==> src/rtl/wb_pkg.sv <==
// Shared types and defaults for the Wishbone round-robin arbiter.
// It holds the FSM state encoding and the default bus geometry.
package wb_pkg;

    typedef enum logic [1:0] {
        IDLE  = 2'd0,
        GRANT = 2'd1,
        ABORT = 2'd2
    } state_t;

    localparam int DEFAULT_ADDR_W         = 32;
    localparam int DEFAULT_DATA_W         = 64;
    localparam int DEFAULT_TIMEOUT_CYCLES = 1024;

    // Returns (base + step) reduced modulo n. Both inputs are non-negative.
    function automatic int wrap_index(input int base, input int step, input int n);
        return (base + step) % n;
    endfunction

endpackage

==> src/rtl/wishbone_arbiter_rr_select.sv <==
// Combinational round-robin picker. It returns the one-hot grant for the
// first requester found after last_grant, wrapping around the master ring.
module rr_select
    import wb_pkg::*;
#(
    parameter int NUM_MASTERS = 2,
    parameter int IDX_W       = $clog2(NUM_MASTERS)
) (
    input  logic [NUM_MASTERS-1:0] req,
    input  logic [IDX_W-1:0]       last_grant,
    output logic [NUM_MASTERS-1:0] grant_next
);

    // Scan from the farthest candidate to the nearest one. The last hit
    // written is therefore the highest-priority requester.
    always_comb begin
        grant_next = '0;
        for (int k = NUM_MASTERS; k >= 1; k--) begin
            if (req[IDX_W'(wrap_index(int'(last_grant), k, NUM_MASTERS))]) begin
                grant_next = '0;
                grant_next[IDX_W'(wrap_index(int'(last_grant), k, NUM_MASTERS))] = 1'b1;
            end
        end
    end

endmodule

==> src/rtl/wishbone_arbiter.sv <==
// Round-robin Wishbone classic arbiter that shares one slave between several
// masters. A watchdog aborts cycles whose slave never acknowledges.
module wishbone_arbiter
    import wb_pkg::*;
#(
    parameter int NUM_MASTERS    = 2,
    parameter int ADDR_W         = DEFAULT_ADDR_W,
    parameter int DATA_W         = DEFAULT_DATA_W,
    parameter int TIMEOUT_CYCLES = DEFAULT_TIMEOUT_CYCLES
) (
    input  logic                          clk,
    input  logic                          rst_n,
    input  logic [NUM_MASTERS-1:0]        m_cyc_i,
    input  logic [NUM_MASTERS-1:0]        m_stb_i,
    input  logic [NUM_MASTERS-1:0]        m_we_i,
    input  logic [NUM_MASTERS*ADDR_W-1:0] m_addr_i,
    input  logic [NUM_MASTERS*DATA_W-1:0] m_data_i,
    output logic [DATA_W-1:0]             m_data_o,
    output logic [NUM_MASTERS-1:0]        m_ack_o,
    output logic [NUM_MASTERS-1:0]        m_err_o,
    output logic                          s_cyc_o,
    output logic                          s_stb_o,
    output logic                          s_we_o,
    output logic [ADDR_W-1:0]             s_addr_o,
    output logic [DATA_W-1:0]             s_data_o,
    input  logic [DATA_W-1:0]             s_data_i,
    input  logic                          s_ack_i,
    output logic [NUM_MASTERS-1:0]        grant_o,
    output logic                          busy_o
);

    localparam int IDX_W = $clog2(NUM_MASTERS);
    localparam int CNT_W = (TIMEOUT_CYCLES > 0) ? $clog2(TIMEOUT_CYCLES + 1) : 1;
    localparam bit WATCHDOG_ON = (TIMEOUT_CYCLES > 0);
    localparam logic [CNT_W-1:0] CNT_MAX   = '1;
    localparam logic [CNT_W-1:0] CNT_LIMIT = WATCHDOG_ON ? CNT_W'(TIMEOUT_CYCLES - 1) : '0;
    localparam logic [IDX_W-1:0] LAST_RESET = IDX_W'(NUM_MASTERS - 1);

    state_t                 state_q, state_n;
    logic [NUM_MASTERS-1:0] grant_q, grant_n;
    logic [IDX_W-1:0]       gidx_q, gidx_n;
    logic [IDX_W-1:0]       last_q, last_n;
    logic [CNT_W-1:0]       cnt_q, cnt_n;

    logic [NUM_MASTERS-1:0] sel_grant;
    logic [IDX_W-1:0]       sel_idx;

    logic                   cyc_sel;
    logic                   stb_sel;
    logic                   we_sel;
    logic [ADDR_W-1:0]      addr_sel;
    logic [DATA_W-1:0]      data_sel;
    logic                   timeout_hit;

    rr_select #(
        .NUM_MASTERS(NUM_MASTERS),
        .IDX_W      (IDX_W)
    ) u_rr_select (
        .req       (m_cyc_i),
        .last_grant(last_q),
        .grant_next(sel_grant)
    );

    always_comb begin
        sel_idx = '0;
        for (int i = 0; i < NUM_MASTERS; i++) begin
            if (sel_grant[i]) begin
                sel_idx = IDX_W'(i);
            end
        end
    end

    assign cyc_sel  = m_cyc_i[gidx_q];
    assign stb_sel  = m_stb_i[gidx_q];
    assign we_sel   = m_we_i[gidx_q];
    assign addr_sel = m_addr_i[int'(gidx_q)*ADDR_W +: ADDR_W];
    assign data_sel = m_data_i[int'(gidx_q)*DATA_W +: DATA_W];

    // An ack arriving on the threshold cycle wins, so it blocks the timeout.
    assign timeout_hit = WATCHDOG_ON && (state_q == GRANT) && cyc_sel && stb_sel &&
                         !s_ack_i && (cnt_q == CNT_LIMIT);

    always_ff @(posedge clk or negedge rst_n) begin
        if (!rst_n) begin
            state_q <= IDLE;
            grant_q <= '0;
            gidx_q  <= '0;
            last_q  <= LAST_RESET;
            cnt_q   <= '0;
        end else begin
            state_q <= state_n;
            grant_q <= grant_n;
            gidx_q  <= gidx_n;
            last_q  <= last_n;
            cnt_q   <= cnt_n;
        end
    end

    always_comb begin
        state_n = state_q;
        grant_n = grant_q;
        gidx_n  = gidx_q;
        last_n  = last_q;
        cnt_n   = '0;
        case (state_q)
            IDLE: begin
                if (|m_cyc_i) begin
                    grant_n = sel_grant;
                    gidx_n  = sel_idx;
                    state_n = GRANT;
                end
            end
            GRANT: begin
                if (!cyc_sel) begin
                    grant_n = '0;
                    last_n  = gidx_q;
                    state_n = IDLE;
                end else if (timeout_hit) begin
                    state_n = ABORT;
                end else if (!s_ack_i && stb_sel && (cnt_q != CNT_MAX)) begin
                    cnt_n = cnt_q + 1'b1;
                end else if (!s_ack_i && stb_sel) begin
                    cnt_n = cnt_q;
                end
            end
            ABORT: begin
                if (!cyc_sel) begin
                    grant_n = '0;
                    last_n  = gidx_q;
                    state_n = IDLE;
                end
            end
            default: begin
                grant_n = '0;
                state_n = IDLE;
            end
        endcase
    end

    // Only the granted master is ever connected to the slave, and only while
    // the tenure is live. ABORT keeps the slave isolated until the master lets go.
    always_comb begin
        s_cyc_o  = 1'b0;
        s_stb_o  = 1'b0;
        s_we_o   = 1'b0;
        s_addr_o = '0;
        s_data_o = '0;
        m_ack_o  = '0;
        m_err_o  = '0;
        if (state_q == GRANT) begin
            s_cyc_o          = cyc_sel & ~timeout_hit;
            s_stb_o          = stb_sel & ~timeout_hit;
            s_we_o           = we_sel;
            s_addr_o         = addr_sel;
            s_data_o         = data_sel;
            m_ack_o[gidx_q]  = s_ack_i;
            m_err_o[gidx_q]  = timeout_hit;
        end
    end

    assign m_data_o = s_data_i;
    assign grant_o  = grant_q;
    assign busy_o   = (state_q != IDLE);

endmodule
==> config.mk <==
export PLATFORM = sky130hd
export DESIGN_NAME = wishbone_arbiter
export DESIGN_NICKNAME = d
export VERILOG_FILES = /design/src/rtl/wb_pkg.sv /design/src/rtl/wishbone_arbiter_rr_select.sv /design/src/rtl/wishbone_arbiter.sv
export SDC_FILE = /design/constraint.sdc
export NUM_CORES = 1
export LEC_CHECK = 0
export ABC_AREA = 1
export BUFFER_PORTS_ARGS = -buffer_cell sky130_fd_sc_hd__buf_2
export CORE_AREA = 2 2 170 172
export CTS_CLUSTER_DIAMETER = 150
export DETAILED_ROUTE_END_ITERATION = 8
export DIE_AREA = 0 0 172 174
export SLEW_MARGIN = 10
export SYNTH_ARGS = -nofsm -noshare
export SYNTH_HDL_FRONTEND = slang
export SYNTH_SLANG_ARGS = --single-unit
export TNS_END_PERCENT = 5
==> constraint.sdc <==
create_clock -name clk -period 3.6 [get_ports clk]
set_clock_uncertainty 0.2 [all_clocks]
set_input_delay 0.54 -clock clk [delete_from_list [all_inputs] [get_ports clk]]
set_output_delay 0.54 -clock clk [all_outputs]
set_load 0.02 [all_outputs]
Yosys cells after proc, flatten, opt, wreduce, memory -nomap -nowiden
Index checks and enable logic that the tools add are counted.
- bitwise logic cells: 6
- reductions and logical operators: 18
- muxes and demuxes: 38
- shift operators: 2
- equal/unequal tests: 9
- $lt $le $gt $ge: 6
- $add $sub $neg: 3
- operators with widths (kind ; number):
    128-bit by 8-bit variable part select with 64-bit output ; 1
    64-bit two-way mux ; 1
    64-bit by 7-bit variable part select with 32-bit output ; 1
    11-bit two-way mux ; 5
    32-bit two-way mux ; 1
    2-bit two-way mux ; 9
    1-bit two-way mux ; 17
    11-bit by 1-bit adder with 11-bit output (second input constant) ; 1
    11-bit by 10-bit == test with 1-bit output (second input constant) ; 1
    11-bit != test (second input constant) ; 1
    1-bit logical AND ; 9
    1-bit by 3-bit less-than comparator with 1-bit output (second input constant) ; 2
    2-bit != test (second input constant) ; 3
    2-bit case mux with 3 select lines ; 1
    2-bit AND reduction ; 3
    5-bit by 4-bit != test with 1-bit output (second input constant) ; 1
    2-bit bitwise AND ; 2
    2-bit case mux with 2 select lines ; 1
    2-bit OR reduction ; 2
    1-bit demux with 1-bit select ; 3
    1-bit >= comparator (second input constant) ; 3
    3-bit != test (second input constant) ; 1
    3-bit AND reduction ; 1
    1-bit adder (second input constant) ; 2
    other kinds (8) ; 10
- input bits: 265
- register bits after elaboration: 17

Longest topological paths before layout
- word-level depth: 9
- gate-level depth with buffers: 11
- mapped depth without buffers: 10

Hierarchy
From an unflattened synthesis, not the netlist that was laid out.
- cells, all modules: 328
- area, all modules: 2561.2 um^2
- by module, submodules not included (module ; cells each ; area each (um^2) ; times used):
    wishbone_arbiter ; 324 ; 2542.4 ; 1
    rr_select ; 4 ; 18.8 ; 1

Least setup slack after synthesis
Ideal clock, no wire load.
- path kind: register -> output
- start: register state_q[1]
- end: output port s_stb_o
- cell stages (with the launch flop): 9
- buffers on the path: 1
- data required time: 2.860 ns
- setup slack: 1.492 ns
- arrival: 1.368 ns
- cell sequence: dfrtp_1 inv_1 ha_1 buf_4 nand2_2 inv_2 nand3_1 nor2_2 nor2_1
- longest elaborated chain between the ends: 8
- ends and longest elaborated chain (element ; line ; source):
    from (decl) ; wishbone_arbiter.sv:39 ; state_t state_q, state_n;
    from (signal assigned) ; wishbone_arbiter.sv:91 ; state_q <= state_n;
    2-bit by 1-bit == test with 1-bit output (*) ; wishbone_arbiter.sv:80, wishbone_arbiter.sv:150 ;
    1-bit logical AND (3 in a row) ; wishbone_arbiter.sv:80 ; assign timeout_hit = WATCHDOG_ON && (state_q == GRANT) && cyc_sel && stb_sel &&
    1-bit logical AND ; wishbone_arbiter.sv:81 ; !s_ack_i && (cnt_q == CNT_LIMIT);
    1-bit NOT ; wishbone_arbiter.sv:152 ; s_stb_o = stb_sel & ~timeout_hit;
    1-bit bitwise AND ; wishbone_arbiter.sv:152 ;
    1-bit two-way mux (*) ; wishbone_arbiter.sv:150 ; if (state_q == GRANT) begin
    to (decl) ; wishbone_arbiter.sv:22 ; output logic s_stb_o,
Every way passes the cells marked *; elsewhere a longest branch is shown, timed or not.

Worst setup path after layout
Same ends and word-level chain as after synthesis.

==> flow_metrics.py <==
metrics = {
    "outcome": {
        "status": "finished with violations",
        "failed_checks": "hold timing",
    },
    "routing": {
        "drc": 0,
        "vias": 2539,
        "antenna_left": 0,
        "wl_per_cell_microns": 14.75,
        "drtPass1Iterations": 4,
        "drt_wl_total_microns": 13280,
        "vias_per_cell": 2.821,
        "drtIter0Drc": 60,
    },
    "cells_and_area": {
        "multiInputGateArea_sq_um": 810.8,
        "drive_gt1_share_pct": 43.50,
        "final_cell_mix": "205 x buf_2, 122 x nand2_1, 114 x inv_1",
        "seq_area_sq_um": 376.6,
        "num-nets-final": 785,
        "area_growth_pct": 49.83,
        "layout_commonest_cell": "buf_2",
        "n_fill_cell": 3378,
    },
    "grt": {
        "grt_max_degree": 57,
        "antenna_found_initial": 3,
        "grt_pass1_vias": 2530,
        "grt_usage_pct": 8.337,
        "grt_pass1_wl_microns": 17440,
        "overflow": 0,
    },
    "worst_setup_path": {
        "cp_cell_sequence": "inv_1, ha_4, nand2_2, inv_2, nand3_1, nor2_2, nor2_1, buf_2",
        "cp.arrival_ns": 2.06,
        "critPathSlowestCell": "ha_4",
        "critPathRequiredTime_ns": 2.86,
        "critPathMaxFanout": 56,
        "worst_setup_path_start_kind": "flip-flop",
        "slowest_delay_ns": 0.55,
        "worst_setup_path_end_kind": "output pin",
        "crit_family": "adder cells",
        "path_class": "reg -> out",
        "crit_buf_inv": 3,
    },
    "clock_tree": {
        "htreeDepth": 1,
        "clk_latency_ns": 0.25,
        "cts_root_buf": "clkbuf_16",
        "clockBufferDepth": 2,
        "post_cts_buffers": 0,
        "clk_pin_slew_ns": 0.05,
        "cts.sinks": 15,
        "cts_resized": 0,
        "hold_buffers": 0,
        "numCtsBuffers": 3,
        "cts_tree": "built",
    },
    "sta": {
        "hold_viol": 14,
        "rsz0062_at_grt": "no",
        "clock.fmax_mhz": 356.5,
        "holdWs_ns": -0.006346,
        "fin_crit_sh_pct": 77.91,
        "maxSlewHeadroom_pct": 59.47,
        "tns_ns": 0,
        "tightestPinTransition_ns": 0.6079,
        "setup_viol": 0,
        "drv_slew": 0,
        "fin_crit_ns": 2.805,
    },
    "power": {
        "p_leak_nw": 2.387,
        "max-vdd-ir-drop_mv": 0.1484,
        "p_per_area_nw_per_um2": 570.6,
        "total_power_mw": 1.848,
    },
    "floorplanning": {
        "placement_rows": 62,
        "fp.dieH_microns": 174,
        "initial_core_util_pct": 7.657,
        "die_w_microns": 172,
        "ios": 435,
        "die-area_sq_um": 29930,
        "coreArea_sq_um": 28240,
    },
    "placed_design": {
        "place_congestion": 0.6774,
        "hpwl_microns": 11860,
        "port_buffers": 205,
    },
    "synth": {
        "ys_seq_area_share_pct": 17.42,
        "synth_edf_count": 0,
        "synth_area_per_cell_sq_um": 5.675,
        "syn_inst": 381,
        "yosys_register_bits": 15,
        "synth_area_sq_um": 2162,
        "ys_warn_count": 0,
        "synth_cell_types": 31,
        "synth_flop_cell": "dfrtp_1",
        "ys_async_sr_fraction_pct": 100.0,
    },
    "job": {
        "drv_cap": 0,
    },
    "worst_hold_path": {
        "hp-class": "in -> async",
    },
}
## power breakdown
part,internal (mW),switching [mW]
clock network,0.150,0.0675
logic,0.419,1.02
registers,0.179,0.0118
## cell type report
class / instances / area share, %
repair buffers: 206 / 32.29
multi-input cells: 172 / 25.03
well taps: 384 / 14.83
inverters: 118 / 13.71
flip-flops and latches: 15 / 11.63
clock buffers: 4 / 2.433
diodes: 1 / 0.07725
## flip-flops by register name, summed over array words and instances (netlist names)
register / flops
state_q: 2
cnt_q: 11
grant_o: 1
last_q: 1
## metrics by stage
| step | utilization (%) | setup slack [ns] | std cells | instance area, sq um |
|---|---|---|---|---|
| floorplan | - | 1.492 | 383 | 2170 |
| global placement | 11.18 | 1.047 | 895 | 3158 |
| detailed placement | 11.18 | 1.007 | 895 | 3158 |
| CTS | 11.46 | 0.7297 | 899 | 3237 |
| global route | 11.46 | 0.5335 | 899 | 3237 |
| finish | 11.47 | 0.7953 | 900 | 3239 |
## synthesized netlist by cell type, types with 4 or more instances
cell      instances  area share (%)
clkbuf_1          8             1.4
ha_1              4             2.3
dfrtp_1          14              16
o21ai_1           4            0.93
inv_1           114              20
buf_4            68              24
nor2_1            6             1.0
nand2_1         122              21
o21ai_0           5             1.2
nand3_1           5             1.2
a21oi_1           4            0.93
## routing by layer
metal  share of wire, %  track usage, %
met5               0.17               0
met3                 17           5.806
met4                5.2           4.132
met2                 42           12.95
met1                 36           8.410
## kinds of logic after synthesis
| kind of cell | Yosys count | share of synthesized area (%) |
|---|---|---|
| AO/OA/AOI/OAI | 19 | 5.556 |
| XOR/XNOR | 3 | 1.215 |
| adder cells (fa/ha/maj) | 4 | 2.315 |
| buffers and inverters | 196 | 46.01 |
| flip-flops | 15 | 17.42 |
| other | 1 | 0.1734 |
| AND/OR/NAND/NOR | 143 | 27.31 |
## worst paths after layout
path                             from  endpoint  slack [ns]  cells after the start
hold / removal                  rst_n  cnt_q[0]      -0.006                      1
max in group asynchronous       rst_n    last_q        2.91                      1
min in group clk               last_q    last_q        0.26                      2
hold reg to reg                last_q    last_q        0.26                      2
setup reg to reg           state_q[1]  cnt_q[7]        1.49                     10
setup / recovery           state_q[1]   s_stb_o        0.80                      8
Power figures use the tool's default switching activity.
